[config.mk]
export PLATFORM = sky130hd
export DESIGN_NAME = mul32_seq_flat
export DESIGN_NICKNAME = d
export VERILOG_FILES = /design/src/rtl/mul32_seq_pkg.sv /design/src/rtl/mul32_seq_if.sv /design/src/rtl/mul32_seq_cla32.sv /design/src/rtl/mul32_seq.sv /design/src/flat_wrapper.sv
export SDC_FILE = /design/constraint.sdc
export NUM_CORES = 1
export LEC_CHECK = 0
export ABC_CLOCK_PERIOD_IN_PS = 8950
export CAP_MARGIN = 20
export CORE_ASPECT_RATIO = 1.75
export CORE_UTILIZATION = 55
export DETAILED_ROUTE_END_ITERATION = 10
export PLACE_DENSITY = 0.82
export SYNTH_ARGS = -nofsm -noshare
export SYNTH_HDL_FRONTEND = slang
export SYNTH_SLANG_ARGS = --single-unit
[constraint.sdc]
create_clock -name clk -period 8.95 [get_ports clk]
set_clock_uncertainty 0.1 [all_clocks]
set_input_delay 2.685 -clock clk [delete_from_list [all_inputs] [get_ports clk]]
set_output_delay 2.685 -clock clk [all_outputs]
set_load 0.005 [all_outputs]
[src/rtl/mul32_seq_pkg.sv]
// Shared definitions for the sequential 32x32 multiplier: state encoding,
// iteration constants and the adder-free counter increment.
package mul32_seq_pkg;

    localparam int WIDTH    = 32;
    localparam int MUL_ITER = 32;
    localparam int CNT_W    = 5;

    localparam logic [CNT_W-1:0] CNT_LAST = CNT_W'(MUL_ITER - 1);

    typedef enum logic [2:0] {
        IDLE  = 3'd0,
        ABSA  = 3'd1,
        ABSB  = 3'd2,
        MUL   = 3'd3,
        NEGLO = 3'd4,
        NEGHI = 3'd5,
        DONE  = 3'd6
    } state_t;

    // Toggle-chain increment so the iteration counter never touches the shared adder.
    function automatic logic [CNT_W-1:0] cnt_inc(input logic [CNT_W-1:0] c);
        logic [CNT_W-1:0] r;
        logic             carry;
        carry = 1'b1;
        for (int i = 0; i < CNT_W; i++) begin
            r[i]  = c[i] ^ carry;
            carry = carry & c[i];
        end
        return r;
    endfunction

endpackage

[src/rtl/mul32_seq_if.sv]
// Request/result bundle between a requester (master) and the multiplier (slave).
interface mul32_seq_if;
    import mul32_seq_pkg::*;

    // start is a pulse honoured only while busy=0; a/b/sign are captured on that
    // same edge. done pulses for one cycle; hi/lo then hold until the next accepted start.
    logic             start;
    logic [WIDTH-1:0] a;
    logic [WIDTH-1:0] b;
    logic             sign;
    logic             busy;
    logic             done;
    logic [WIDTH-1:0] hi;
    logic [WIDTH-1:0] lo;

    modport master (
        output start, a, b, sign,
        input  busy, done, hi, lo
    );

    modport slave (
        input  start, a, b, sign,
        output busy, done, hi, lo
    );

endinterface

[src/rtl/mul32_seq_cla32.sv]
// 32-bit carry-lookahead adder: 4-bit lookahead groups with group-level
// generate/propagate chained across the eight groups.
module cla32 (
    input  logic [31:0] a,
    input  logic [31:0] b,
    input  logic        cin,
    output logic [31:0] sum,
    output logic        co
);
    logic [31:0] g;
    logic [31:0] p;
    logic [31:0] c;
    logic [7:0]  bg;
    logic [7:0]  bp;

    assign g = a & b;
    assign p = a ^ b;

    for (genvar k = 0; k < 8; k++) begin : g_grp
        assign bg[k] = g[4*k+3]
                     | (p[4*k+3] & g[4*k+2])
                     | (p[4*k+3] & p[4*k+2] & g[4*k+1])
                     | (p[4*k+3] & p[4*k+2] & p[4*k+1] & g[4*k]);
        assign bp[k] = &p[4*k+3:4*k];
    end

    always_comb begin
        logic carry;
        c     = '0;
        carry = cin;
        for (int k = 0; k < 8; k++) begin
            c[4*k]   = carry;
            c[4*k+1] = g[4*k] | (p[4*k] & carry);
            c[4*k+2] = g[4*k+1] | (p[4*k+1] & g[4*k])
                     | (p[4*k+1] & p[4*k] & carry);
            c[4*k+3] = g[4*k+2] | (p[4*k+2] & g[4*k+1])
                     | (p[4*k+2] & p[4*k+1] & g[4*k])
                     | (p[4*k+2] & p[4*k+1] & p[4*k] & carry);
            carry    = bg[k] | (bp[k] & carry);
        end
        co = carry;
    end

    assign sum = p ^ c;

endmodule

[src/rtl/mul32_seq.sv]
// Sequential shift-add multiplier: sign-magnitude conversion, 32 add/shift
// iterations and a two-cycle 64-bit negate, all through one shared cla32.
module mul32_seq
    import mul32_seq_pkg::*;
#(
    parameter int WIDTH = mul32_seq_pkg::WIDTH
) (
    input  logic              clk,
    input  logic              reset,
    mul32_seq_if.slave        bus,
    output state_t            dbg_state
);
    state_t           state;
    state_t           state_next;

    logic [WIDTH-1:0] a_r;
    logic [WIDTH-1:0] b_r;
    logic             sign_r;
    logic             neg;
    logic [WIDTH-1:0] mcand;
    logic [WIDTH-1:0] hi_r;
    logic [WIDTH-1:0] lo_r;
    logic [CNT_W-1:0] cnt;
    logic             cy;

    logic [WIDTH-1:0] add_x;
    logic [WIDTH-1:0] add_y;
    logic             add_cin;
    logic [WIDTH-1:0] add_sum;
    logic             add_co;

    always_ff @(posedge clk) begin
        if (reset) state <= IDLE;
        else       state <= state_next;
    end

    always_comb begin
        state_next = state;
        case (state)
            IDLE:    if (bus.start) state_next = ABSA;
            ABSA:    state_next = ABSB;
            ABSB:    state_next = MUL;
            MUL:     if (cnt == CNT_LAST) state_next = NEGLO;
            NEGLO:   state_next = NEGHI;
            NEGHI:   state_next = DONE;
            DONE:    state_next = IDLE;
            default: state_next = IDLE;
        endcase
    end

    // Operand selection depends on state alone; the register update decides
    // whether the sum is actually used.
    always_comb begin
        add_x   = '0;
        add_y   = '0;
        add_cin = 1'b0;
        case (state)
            ABSA: begin
                add_x   = ~a_r;
                add_cin = 1'b1;
            end
            ABSB: begin
                add_x   = ~b_r;
                add_cin = 1'b1;
            end
            MUL: begin
                add_x = hi_r;
                add_y = mcand;
            end
            NEGLO: begin
                add_x   = ~lo_r;
                add_cin = 1'b1;
            end
            NEGHI: begin
                add_x   = ~hi_r;
                add_cin = cy;
            end
            default: ;
        endcase
    end

    cla32 u_add (
        .a   (add_x),
        .b   (add_y),
        .cin (add_cin),
        .sum (add_sum),
        .co  (add_co)
    );

    always_ff @(posedge clk) begin
        if (reset) begin
            a_r    <= '0;
            b_r    <= '0;
            sign_r <= 1'b0;
            neg    <= 1'b0;
            mcand  <= '0;
            hi_r   <= '0;
            lo_r   <= '0;
            cnt    <= '0;
            cy     <= 1'b0;
        end else begin
            case (state)
                IDLE: begin
                    if (bus.start) begin
                        a_r    <= bus.a;
                        b_r    <= bus.b;
                        sign_r <= bus.sign;
                        neg    <= bus.sign & (bus.a[WIDTH-1] ^ bus.b[WIDTH-1]);
                    end
                end
                ABSA: mcand <= (sign_r & a_r[WIDTH-1]) ? add_sum : a_r;
                ABSB: begin
                    lo_r <= (sign_r & b_r[WIDTH-1]) ? add_sum : b_r;
                    hi_r <= '0;
                    cnt  <= '0;
                end
                MUL: begin
                    // Carry-out becomes the new MSB so 2^31 magnitudes never overflow.
                    if (lo_r[0]) {hi_r, lo_r} <= {add_co, add_sum, lo_r[WIDTH-1:1]};
                    else         {hi_r, lo_r} <= {1'b0, hi_r, lo_r[WIDTH-1:1]};
                    cnt <= cnt_inc(cnt);
                end
                NEGLO: begin
                    if (neg) begin
                        lo_r <= add_sum;
                        cy   <= add_co;
                    end else begin
                        cy   <= 1'b0;
                    end
                end
                NEGHI: if (neg) hi_r <= add_sum;
                default: ;
            endcase
        end
    end

    assign bus.busy  = (state != IDLE);
    assign bus.done  = (state == DONE);
    assign bus.hi    = hi_r;
    assign bus.lo    = lo_r;
    assign dbg_state = state;

endmodule

[src/flat_wrapper.sv]
// flat-port wrapper written by rule: the top's interface ports become plain ports
module mul32_seq_flat import mul32_seq_pkg::*;
#(
    parameter int WIDTH = mul32_seq_pkg::WIDTH
)
  (clk, reset, dbg_state, bus_start, bus_a, bus_b, bus_sign, bus_busy, bus_done, bus_hi, bus_lo);
  mul32_seq_if bus_i ();
  input  logic clk;
  input  logic reset;
  output state_t dbg_state;
  input wire logic [$bits(bus_i.start)-1:0] bus_start;
  input wire logic [$bits(bus_i.a)-1:0] bus_a;
  input wire logic [$bits(bus_i.b)-1:0] bus_b;
  input wire logic [$bits(bus_i.sign)-1:0] bus_sign;
  output wire logic [$bits(bus_i.busy)-1:0] bus_busy;
  output wire logic [$bits(bus_i.done)-1:0] bus_done;
  output wire logic [$bits(bus_i.hi)-1:0] bus_hi;
  output wire logic [$bits(bus_i.lo)-1:0] bus_lo;
  assign bus_i.start = bus_start;
  assign bus_i.a = bus_a;
  assign bus_i.b = bus_b;
  assign bus_i.sign = bus_sign;
  assign bus_busy = bus_i.busy;
  assign bus_done = bus_i.done;
  assign bus_hi = bus_i.hi;
  assign bus_lo = bus_i.lo;
  mul32_seq #(.WIDTH(WIDTH)) u_core (.clk(clk), .reset(reset), .bus(bus_i), .dbg_state(dbg_state));
endmodule
==> impl_results.md, run 1 <==
* Result of the run: completed
* Worst hold path depth at 2
* Total standard cell area after synthesis at 10200 sq um
* Worst Hold Slack at 0.348 ns
* Residual DRC count at 0
* Std cell rows at 65
* Critical R2R Launch: u_core.dbg_state[0]$_SDFFE_PP0P_
* TritonCTS clock tree: built
* Worst setup EP type: flop
* Area contributors post-synth: sky130_fd_sc_hd__dfxtp_1 34%, sky130_fd_sc_hd__nand2_1 9.2%, sky130_fd_sc_hd__a21oi_1 7.4%
* Worst Setup SP: u_core.dbg_state[0]$_SDFFE_PP0P_
* Library cells used by synthesis at 68
* Latest clock arrival within the worst-skew pair at 0.44 ns
* Drt first-iter violations at 1453
* Gpl congestion at 0.950
* Die W at 105 um
* Setup slack of the critical path after layout at 3.11 ns
* Share of the clock period used by the worst path after layout at 0.652
* Worst slack after detailed placement at 3.34 ns
* Number of clock buffers inserted by TritonCTS at 17
* Setup repair after global routing missed its margin: false
* Floorplan die height at 182 um
* Boundary Pins at 137
* First-pass GRT wire length at 57200 um
* Worst hold path startpoint: u_core.mcand[21]$_SDFFE_PP0N_
* Buffer count from post-CTS setup fixing at 0
* Required time at the endpoint of the critical path at 9.18 ns
* Fmax achieved at 171 MHz
* Fraction of registers with async set/reset at 0
* Number of cells traversed by the worst register-to-register path at 19
* Part of the Yosys area used for sequential elements at 0.335
* Accumulated negative setup slack at 0 ns
* Most frequent cell after synthesis: sky130_fd_sc_hd__nand2_1
* # H-tree levels at 4
* Relative area change from synthesis to final layout at 19.9%
* Post-Route Utilization at 0.676
* Clock tree root driver cell: sky130_fd_sc_hd__clkbuf_16
* Nets at 1521
* Count of port buffers added during placement at 136
* Total wire length at 35300 um
* Number of enable flip-flop cells after synthesis at 0
* Layout filler cell count at 1505
* Yosys top cell by area: sky130_fd_sc_hd__dfxtp_1
* Largest net degree at the start of global routing at 98
* Post-Syn Instances at 1345
* Average wire per standard cell at 21.3 um
* Resized cells post-CTS at 0
* Syn avg cell area at 7.60 sq um
* Synth Register Bits at 171
* Portion of synthesized cell area occupied by the leading cell type at 0.335
* Final setup vio count at 0
* Cell area after layout at 12300 sq um
* Post-placement cell count at 1624
* Buffer depth of the longest clock path at 2
* Count of final hold-check violations at 0
* Via count of the first global-routing pass at 11100
* Nature of the critical path startpoint: flop
* Leakage at 4.49 nW
* Antenna cells at 0
* Relative slew slack at 0.161
* Pwr dens at 174 nW/um^2
* Leading cell types by count after synthesis: 251 x sky130_fd_sc_hd__nand2_1, 171 x sky130_fd_sc_hd__dfxtp_1, 152 x sky130_fd_sc_hd__a21oi_1
* CP Max Fanout at 46
* Total Power at 2.13 mW
* Detailed Routing Iterations Pass 1 at 8
* Sum of net half-perimeters after detailed placement at 22300 um
* Ratio of cells with drive above 1 in the final layout at 0.0626
* Via-to-Cell Ratio at 6.80
* Initial antenna violation count at 0
* Clock transition at path regs at 0.07 ns
* Number of non-filler instances in the completed layout at 1656
* Worst Path Class, Setup: flop to flop
* Count of yosys warnings during synthesis at 0
* Total grt overflow at 0
* Antenna-violating nets left at 0
* Overall die area at 19100 sq um
* Hold_buf cts at 0
* Clock net sink count at 171
* Max Transition Viols Final at 0
* Data arrival time of the critical path at 6.07 ns
* Core footprint at 18100 sq um
* Starting utilization of the core area at 0.563
* # Max-Cap Violations at 0
* Synthesized net count at 1456
* Time the worst path needs with I/O delays and setup at 5.84 ns
* Placement-stage cell area at 11700 sq um
* Most frequently used flop master after synthesis: sky130_fd_sc_hd__dfxtp_1
* Total Routing Usage GR at 0.378
* Actual slew at the worst max-slew pin at 1.26 ns
* Worst supply voltage drop on vdd at 99.9 uV
* Detailed-route via count at 11300
* HP Class: flop to flop
-- cells by family (layout without fill, tap and decap cells) --
| family | Yosys count | in the layout | synth area share |
|---|---|---|---|
| buffers and inverters | 129 | 206 | 0.0475 |
| xor gates and xnor gates | 21 | 21 | 0.0187 |
| and+or+nand+nor | 518 | 518 | 0.220 |
| AOI/OAI and AO/OA | 429 | 429 | 0.287 |
| adders and majority gates | 43 | 43 | 0.0585 |
| muxes | 34 | 34 | 0.0337 |
| DFF | 171 | 171 | 0.335 |
-- flip-flops by register name, indices dropped and copies added, names as in the netlist --
| name | flops |
|---|---|
| u_core.a_r | 32 |
| u_core.b_r | 32 |
| u_core.bus.hi | 32 |
| u_core.bus.lo | 32 |
| u_core.cnt | 5 |
| u_core.cy | 1 |
| u_core.dbg_state | 3 |
| u_core.mcand | 32 |
| u_core.neg | 1 |
| u_core.sign_r | 1 |
-- worst paths after layout --
kind	end	slack, ns
setup / recovery	u_core.bus.lo[29]$_SDFFE_PP0P_	3.11
setup reg to reg	u_core.bus.lo[29]$_SDFFE_PP0P_	3.11
hold / removal	u_core.mcand[21]$_SDFFE_PP0N_	0.35
hold reg to reg	u_core.mcand[21]$_SDFFE_PP0N_	0.35
-- critical path, stage by stage (launching register included) --
cell                       delay, ns
sky130_fd_sc_hd__dfxtp_2        0.36
sky130_fd_sc_hd__buf_4          0.47
sky130_fd_sc_hd__nand2_1        0.24
sky130_fd_sc_hd__nor2_4         0.51
sky130_fd_sc_hd__buf_4          0.60
sky130_fd_sc_hd__a22oi_1        0.18
sky130_fd_sc_hd__o221ai_1       0.11
sky130_fd_sc_hd__ha_1           0.24
sky130_fd_sc_hd__and4_1         0.28
sky130_fd_sc_hd__and3_1         0.22
sky130_fd_sc_hd__nand2_1        0.09
sky130_fd_sc_hd__o32ai_1        0.32
sky130_fd_sc_hd__o31a_1         0.28
sky130_fd_sc_hd__o21ai_1        0.13
sky130_fd_sc_hd__nor2b_1        0.18
sky130_fd_sc_hd__fa_1           0.43
sky130_fd_sc_hd__xnor2_1        0.38
sky130_fd_sc_hd__a221o_1        0.21
sky130_fd_sc_hd__o21ai_0        0.07
sky130_fd_sc_hd__a311oi_1       0.28
-- cell usage in the layout (no fill, tap or decap), drive strengths merged, types with 8 or more instances in the layout --
cell,n
dfxtp,171
clkdlybuf4s50,135
buf,25
nor3,39
mux2i,31
a22oi,26
nand3,21
a221o,15
clkbuf,19
a211oi,24
nand2,251
nor2,134
fa,8
a221oi,20
a311oi,30
inv,18
o221ai,33
xnor2,17
a21oi,152
o211ai,22
ha,35
o21ai,62
and3,37
-- routing by layer --
layer / routed length [um] / track usage
met1: 12300 / 0.440
met2: 16400 / 0.607
met3: 3670 / 0.0693
met4: 2910 / 0.300
met5: 0 / 0
-- cell type report --
type	count	area [sq um]	area share
Inverter	15	56.3	0.00459
Timing Repair Buffer	160	1560	0.127
Clock buffer	19	433	0.0353
Clock inverter	12	140	0.0114
Multi-Input combinational cell	1045	6350	0.518
Tap cell	234	293	0.0239
Sequential cell	171	3420	0.279
-- where the power goes --
| group | switching, mW | internal, mW | total (mW) | leakage [nW] |
|---|---|---|---|---|
| logic | 0.287 | 0.207 | 0.494 | 2.83 |
| clock network | 0.338 | 0.413 | 0.751 | 0.259 |
| registers | 0.0662 | 0.818 | 0.884 | 1.40 |
| total | 0.691 | 1.44 | 2.13 | 4.49 |
Note: power is estimated with default switching activity, not from simulation.
==> run 2, diff against run 1 <==
ABC_CLOCK_PERIOD_IN_PS = 5700   (was 8950)
clock period = 5.7 ns   (was 8.95 ns; I/O delays follow)
==> run 2 against run 1 <==
Net effect: register-to-register slack lost 2.4 ns; largest power group unchanged; critical path type unchanged; first-iteration DRC count down 24%; sequential cell count unchanged; worst setup slack lost 2.4 ns; critical path depth decreased by 2; cell count rose by 0.42%; cell area rose by 0.75%; highest routed layer unchanged; core utilization up 0.50 points; global-route usage rose by 0.55 points; largest cell class unchanged.
==> impl_results.md, run 2 (synthesis results as in run 1) <==
* Starting utilization of the core area at 0.563 (unchanged)
* Relative slew slack at 0.190 (was 0.161)
* Via count of the first global-routing pass at 10900 (was 11100)
* Layout filler cell count at 1570 (was 1505)
* Overall die area at 19100 sq um (unchanged)
* Time the worst path needs with I/O delays and setup at 5.03 ns (was 5.84 ns)
* Most used cells in the layout excluding fill and tap cells: 249 x sky130_fd_sc_hd__nand2_1, 170 x sky130_fd_sc_hd__dfxtp_1, 151 x sky130_fd_sc_hd__a21oi_1 (was 249 x sky130_fd_sc_hd__nand2_1, 170 x sky130_fd_sc_hd__dfxtp_1, 152 x sky130_fd_sc_hd__a21oi_1)
* Critical R2R Launch: u_core.dbg_state[1]$_SDFFE_PP0P_ (was u_core.dbg_state[0]$_SDFFE_PP0P_)
* # H-tree levels at 4 (unchanged)
* Core footprint at 18100 sq um (unchanged)
* Std cell rows at 65 (unchanged)
* Clock net sink count at 171 (unchanged)
* Crit path cell chain: nand2_1, nor2_4, buf_12, a22oi_1, o221ai_1, ha_1, a21oi_1, o21ai_1, a21oi_1, nand2_1, a31oi_1, o21ai_0, fa_1, xnor2_1, a21oi_1, a221oi_1, nor3_1 (was buf_4, nand2_1, nor2_4, buf_4, a22oi_1, o221ai_1, ha_1, and4_1, and3_1, nand2_1, o32ai_1, o31a_1, o21ai_1, nor2b_1, fa_1, xnor2_1, a221o_1, o21ai_0, a311oi_1)
* Most frequent standard cell in the layout excluding fill and tap cells: sky130_fd_sc_hd__nand2_1 (unchanged)
* Average wire per standard cell at 21.7 um (was 21.3 um)
* Count of port buffers added during placement at 136 (unchanged)
* Fmax achieved at 199 MHz (was 171 MHz)
* Clock tree root driver cell: sky130_fd_sc_hd__clkbuf_16 (unchanged)
* Internal reg-to-reg setup slack at 0.67 ns (was 3.11 ns)
* Largest net degree at the start of global routing at 81 (was 98)
* Gpl congestion at 0.934 (was 0.950)
* Setup repair after global routing missed its margin: false (unchanged)
* Worst supply voltage drop on vdd at 209 uV (was 99.9 uV)
* Setup slack of the critical path after layout at 0.668 ns (was 3.11 ns)
* # Max-Cap Violations at 0 (unchanged)
* Boundary Pins at 137 (unchanged)
* Resized cells post-CTS at 0 (unchanged)
* Sum of net half-perimeters after detailed placement at 23700 um (was 22300 um)
* Max Transition Viols Final at 0 (unchanged)
* Final setup vio count at 0 (unchanged)
* Share of the clock period used by the worst path after layout at 0.883 (was 0.652)
* Detailed Routing Iterations Pass 1 at 6 (was 8)
* Number of clock buffers inserted by TritonCTS at 17 (unchanged)
* Total Routing Usage GR at 0.383 (was 0.378)
* Worst slack after detailed placement at 0.849 ns (was 3.34 ns)
* Required time at the endpoint of the critical path at 5.90 ns (was 9.18 ns)
* Result of the run: completed (unchanged)
* TritonCTS clock tree: built (unchanged)
* Total grt overflow at 0 (unchanged)
* Buffer count from post-CTS setup fixing at 0 (unchanged)
* Ratio of cells with drive above 1 in the final layout at 0.0700 (was 0.0626)
* Count of final hold-check violations at 0 (unchanged)
* Residual DRC count at 0 (unchanged)
* Most numerous cell on the critical path: sky130_fd_sc_hd__a21oi_1
* Accumulated negative setup slack at 0 ns (unchanged)
* Clock transition at path regs at 0.07 ns (about the same)
* Nature of the critical path startpoint: flop (unchanged)
* Pwr dens at 270 nW/um^2 (was 174 nW/um^2)
* HP Class: flop to flop (unchanged)
* Worst Path Class, Setup: flop to flop (unchanged)
* CP Max Fanout at 31 (was 46)
* Total wire length at 36100 um (was 35300 um)
* Actual slew at the worst max-slew pin at 1.21 ns (was 1.26 ns)
* Worst setup EP type: flop (unchanged)
* Relative area change from synthesis to final layout at 20.8% (was 19.9%)
* Cell with the largest stage delay on the worst path: sky130_fd_sc_hd__dfxtp_1 (was sky130_fd_sc_hd__buf_4)
* Antenna cells at 0 (unchanged)
* Data arrival time of the critical path at 5.23 ns (was 6.07 ns)
* Drt first-iter violations at 1110 (was 1453)
* Hold_buf cts at 0 (unchanged)
* First-pass GRT wire length at 57300 um (was 57200 um)
* Buffer depth of the longest clock path at 2 (unchanged)
* Leakage at 4.55 nW (was 4.49 nW)
* Sum of buffers and inverters on the critical path at 1 (was 2)
* Floorplan die height at 182 um (unchanged)
* Antenna-violating nets left at 0 (unchanged)
* Worst hold path startpoint: u_core.mcand[21]$_SDFFE_PP0N_ (unchanged)
* Worst Setup SP: u_core.dbg_state[1]$_SDFFE_PP0P_ (was u_core.dbg_state[0]$_SDFFE_PP0P_)
* Die W at 105 um (unchanged)
* Family of cells with the greatest summed delay on the critical path: compound AO/OA/AOI/OAI gates (unchanged)
* Via-to-Cell Ratio at 6.71 (was 6.80)
* Nets at 1527 (was 1521)
* Delay of the slowest cell on the worst path at 0.68 ns (was 0.60 ns)
* Detailed-route via count at 11200 (was 11300)
* Initial antenna violation count at 0 (unchanged)
* Latest clock arrival within the worst-skew pair at 0.46 ns (was 0.44 ns)
## run 2: area by class of cell
cell class | instances | area, sq um | area share
inverter | 15 | 56.3 | 0.00456
sequential | 171 | 3420 | 0.277
tap | 234 | 293 | 0.0237
clock buffer | 20 | 467 | 0.0378
multi-input combinational | 1045 | 6360 | 0.515
timing repair buffer | 166 | 1630 | 0.132
clock inverter | 12 | 115 | 0.00932
## run 2: worst paths after layout
kind                               endpoint  cells past startpoint
max reg2reg  u_core.bus.hi[16]$_SDFFE_PP0P_                     17
min reg2reg   u_core.mcand[21]$_SDFFE_PP0N_                      2
min           u_core.mcand[21]$_SDFFE_PP0N_                      2
max          u_core.bus.hi[16]$_SDFFE_PP0P_                     17
## run 2: metrics by stage
step | hold WS, ns | utilization | power, mW | instances | area [sq um]
2_1_floorplan | 0.327 | - | 1.86 | 1345 | 10200
3_3_place_gp | 0.335 | 0.647 | 2.16 | 1630 | 11700
3_5_place_dp | 0.343 | 0.647 | 2.17 | 1630 | 11700
4_1_cts | 0.354 | 0.679 | 3.32 | 1662 | 12300
5_1_grt | 0.378 | 0.681 | 3.46 | 1663 | 12300
6_report | 0.356 | 0.681 | 3.33 | 1663 | 12300
## run 2: routing by layer
layer  part of all wire  wire length [um]  global-route usage  vias to the layer above
met2               0.49             17600               0.651                      697
met5                  0                 0                   0                        -
met4              0.074              2670               0.286                        0
met1               0.35             12800               0.423                     5185
li1                   -                 -                   -                     5050
met3              0.085              3050              0.0714                      226
## run 2: worst register-to-register path, delay by kind of cell, from the launching register on
kind	cells	cell delay (ns)
fa+ha+maj	2	0.80
buf+inv	1	0.24
simple gates	4	0.77
flops	1	0.68
xor+xnor	1	0.44
compound gates	9	1.86
## run 2: power breakdown
part / switching (mW) / internal, mW
logic: 0.450 / 0.329
clock network: 0.522 / 0.639
registers: 0.108 / 1.28
total: 1.08 / 2.25
==> run 3, diff against run 2 <==
CELL_PAD_IN_SITES_DETAIL_PLACEMENT = 0   (was unset)
CELL_PAD_IN_SITES_GLOBAL_PLACEMENT = 1   (was unset)
CORE_UTILIZATION = 41   (was 55)
PLACE_DENSITY = 0.83   (was 0.82)
==> run 3 against run 2 <==
Net effect: sequential cell count stayed put; global-route usage is 7.5 points lower; fmax is 0.41% lower; register-to-register slack worse by 0.02 ns; sequential power hardly changed; core utilization is 17 points lower; die area is 34% higher; critical path type unchanged; largest power group unchanged.
==> impl_results.md, run 3 (synthesis results as in run 1) <==
* Result of the run: completed (unchanged)
* Nets at 1537 (was 1527)
* Pwr dens at 271 nW/um^2 (was 270 nW/um^2)
* Overall die area at 25600 sq um (was 19100 sq um)
* Worst supply voltage drop on vdd at 206 uV (was 209 uV)
* # Max-Cap Violations at 0 (unchanged)
* Flop pwr share at 0.411 (was 0.418)
* Clock power frac at 0.354 (was 0.348)
* Crit path cell chain: or3_1, buf_4, o22ai_1, a221o_1, ha_1, nand3_1, o21a_2, o32ai_1, o31a_1, o21ai_1, nor2b_1, fa_1, xnor2_1, a221o_1, o21ai_0, a311oi_1 (was nand2_1, nor2_4, buf_12, a22oi_1, o221ai_1, ha_1, a21oi_1, o21ai_1, a21oi_1, nand2_1, a31oi_1, o21ai_0, fa_1, xnor2_1, a21oi_1, a221oi_1, nor3_1)
* Total wire length at 38700 um (was 36100 um)
* Boundary Pins at 137 (unchanged)
* # H-tree levels at 4 (unchanged)
* Worst Hold Slack at 0.348 ns (was 0.356 ns)
* Average wire per standard cell at 22.1 um (was 21.7 um)
* Sum of net half-perimeters after detailed placement at 25800 um (was 23700 um)
* Hold_buf cts at 0 (unchanged)
* Final setup vio count at 0 (unchanged)
* Via-to-Cell Ratio at 6.25 (was 6.71)
* Gpl congestion at 0.937 (was 0.934)
* Floorplan die height at 211 um (was 182 um)
* Max Transition Viols Final at 0 (unchanged)
* Largest net degree at the start of global routing at 110 (was 81)
* Clock transition at path regs at 0.07 ns (about the same)
* Clock tree root driver cell: sky130_fd_sc_hd__clkbuf_16 (unchanged)
* Resized cells post-CTS at 0 (unchanged)
* Setup repair after global routing missed its margin: false (unchanged)
* Relative slew slack at 0.234 (was 0.190)
* Relative area change from synthesis to final layout at 22.3% (was 20.8%)
* Nature of the critical path startpoint: flop (unchanged)
* Required time at the endpoint of the critical path at 5.95 ns (was 5.90 ns)
* Total Routing Usage GR at 0.309 (was 0.383)
* Layout filler cell count at 2463 (was 1570)
* Most numerous cell on the critical path: sky130_fd_sc_hd__a221o_1 (was sky130_fd_sc_hd__a21oi_1)
* Count of port buffers added during placement at 136 (unchanged)
* Core footprint at 24500 sq um (was 18100 sq um)
* Antenna-violating nets left at 0 (unchanged)
* Ratio of cells with drive above 1 in the final layout at 0.0731 (was 0.0700)
* Actual slew at the worst max-slew pin at 1.15 ns (was 1.21 ns)
* Area of all sequential standard cells at 3420 sq um (unchanged)
* Net switching component of the power at 1.05 mW (was 1.08 mW)
* Data arrival time of the critical path at 5.30 ns (was 5.23 ns)
* Cell with the largest stage delay on the worst path: sky130_fd_sc_hd__dfxtp_1 (unchanged)
* CP Max Fanout at 21 (was 31)
* Count of final hold-check violations at 0 (unchanged)
* Drt first-iter violations at 1037 (was 1110)
* Net switching share of the total power at 0.310 (was 0.324)
* Buffer count from post-CTS setup fixing at 0 (unchanged)
* First-pass GRT wire length at 59900 um (was 57300 um)
* Leakage at 4.59 nW (was 4.55 nW)
* Detailed Routing Iterations Pass 1 at 5 (was 6)
* Std cell rows at 76 (was 65)
* Delay of the slowest cell on the worst path at 0.64 ns (was 0.68 ns)
* Die W at 121 um (was 105 um)
* Multi-input gate area at 6350 sq um (was 6360 sq um)
* Starting utilization of the core area at 0.416 (was 0.563)
* Clock net sink count at 171 (unchanged)
* Share of the clock period used by the worst path after layout at 0.886 (was 0.883)
* Worst setup EP type: flop (unchanged)
* Initial antenna violation count at 0 (unchanged)
* Accumulated negative setup slack at 0 ns (unchanged)
* Combinational Power Share at 0.235 (was 0.234)
* Latest clock arrival within the worst-skew pair at 0.44 ns (was 0.46 ns)
* Most frequent standard cell in the layout excluding fill and tap cells: sky130_fd_sc_hd__nand2_1 (unchanged)
* Residual DRC count at 0 (unchanged)
* Buffer depth of the longest clock path at 2 (unchanged)
* Most used cells in the layout excluding fill and tap cells: 249 x sky130_fd_sc_hd__nand2_1, 170 x sky130_fd_sc_hd__dfxtp_1, 151 x sky130_fd_sc_hd__a21oi_1 (unchanged)
* Worst Path Class, Setup: flop to flop (unchanged)
* Via count of the first global-routing pass at 10700 (was 10900)
* TritonCTS clock tree: built (unchanged)
* Internal cell power at 2.34 mW (was 2.25 mW)
* Antenna cells at 0 (unchanged)
* Fmax achieved at 198 MHz (was 199 MHz)
* Number of clock buffers inserted by TritonCTS at 17 (unchanged)
* Detailed-route via count at 10900 (was 11200)
* Total grt overflow at 0 (unchanged)
* Time the worst path needs with I/O delays and setup at 5.05 ns (was 5.03 ns)
* HP Class: flop to flop (unchanged)
## run 3: cell count changes in the layout (fill, tap and decap cells not counted), moves of 2 or more
cell / previous run / this run
sky130_fd_sc_hd__clkinv_4: 4 / 0
sky130_fd_sc_hd__nor3_4: 3 / 1
sky130_fd_sc_hd__bufinv_16: 1 / 3
sky130_fd_sc_hd__buf_4: 28 / 38
sky130_fd_sc_hd__clkbuf_1: 0 / 3
sky130_fd_sc_hd__inv_6: 2 / 0
sky130_fd_sc_hd__nor3_2: 2 / 4
## run 3: area by class of cell
type,instances,share of cell area
Tap cell,312,0.0312
Timing Repair Buffer,176,0.135
Inverter,15,0.00451
Clock buffer,23,0.0382
Sequential cell,171,0.274
Clock inverter,7,0.00921
Multi-Input combinational cell,1045,0.508
## run 3: path summary, 6_finish.rpt
check | start | endpoint | slack [ns] | cells after the start
setup reg to reg | u_core.dbg_state[1]$_SDFFE_PP0P_ | u_core.bus.lo[29]$_SDFFE_PP0P_ | 0.65 | 16
setup / recovery | u_core.dbg_state[1]$_SDFFE_PP0P_ | u_core.bus.lo[29]$_SDFFE_PP0P_ | 0.65 | 16
hold / removal | u_core.mcand[13]$_SDFFE_PP0N_ | u_core.mcand[13]$_SDFFE_PP0N_ | 0.35 | 2
hold reg to reg | u_core.mcand[13]$_SDFFE_PP0N_ | u_core.mcand[13]$_SDFFE_PP0N_ | 0.35 | 2
## run 3: metal layers
layer / wire length (um) / track usage / share of wire / up-vias
met2: 19500 / 0.535 / 0.50 / 505
li1: - / - / - / 5060
met4: 2290 / 0.205 / 0.059 / 0
met1: 14400 / 0.343 / 0.37 / 5214
met5: 0 / 0 / 0 / -
met3: 2510 / 0.0481 / 0.065 / 156
## run 3: through the flow
step           instances  utilization  cell area, sq um  total power, mW  worst slack (ns)
2_1_floorplan       1345            -             10200             1.86              1.04
3_3_place_gp        1718        0.485             11900             2.19             0.881
3_5_place_dp        1718        0.485             11900             2.20             0.707
4_1_cts             1748        0.509             12500             3.39             0.697
5_1_grt             1749        0.509             12500             3.53             0.330
6_report            1749        0.509             12500             3.39             0.647
## run 3: power groups by stage
stage,clock network (mW),registers [mW],logic [mW]
after floorplan,0,1.37,0.487
after global placement,0,1.41,0.775
after detailed placement,0,1.41,0.785
after CTS,1.22,1.39,0.790
after global routing,1.27,1.40,0.869
final,1.20,1.39,0.795
## run 3: critical path: cells and delay by family, from the launching register on
| family | cells | cell delay [ns] |
|---|---|---|
| compound gates | 9 | 2.00 |
| xor+xnor | 1 | 0.36 |
| fa+ha+maj | 2 | 0.80 |
| buf+inv | 1 | 0.34 |
| flops | 1 | 0.64 |
| simple gates | 3 | 0.70 |
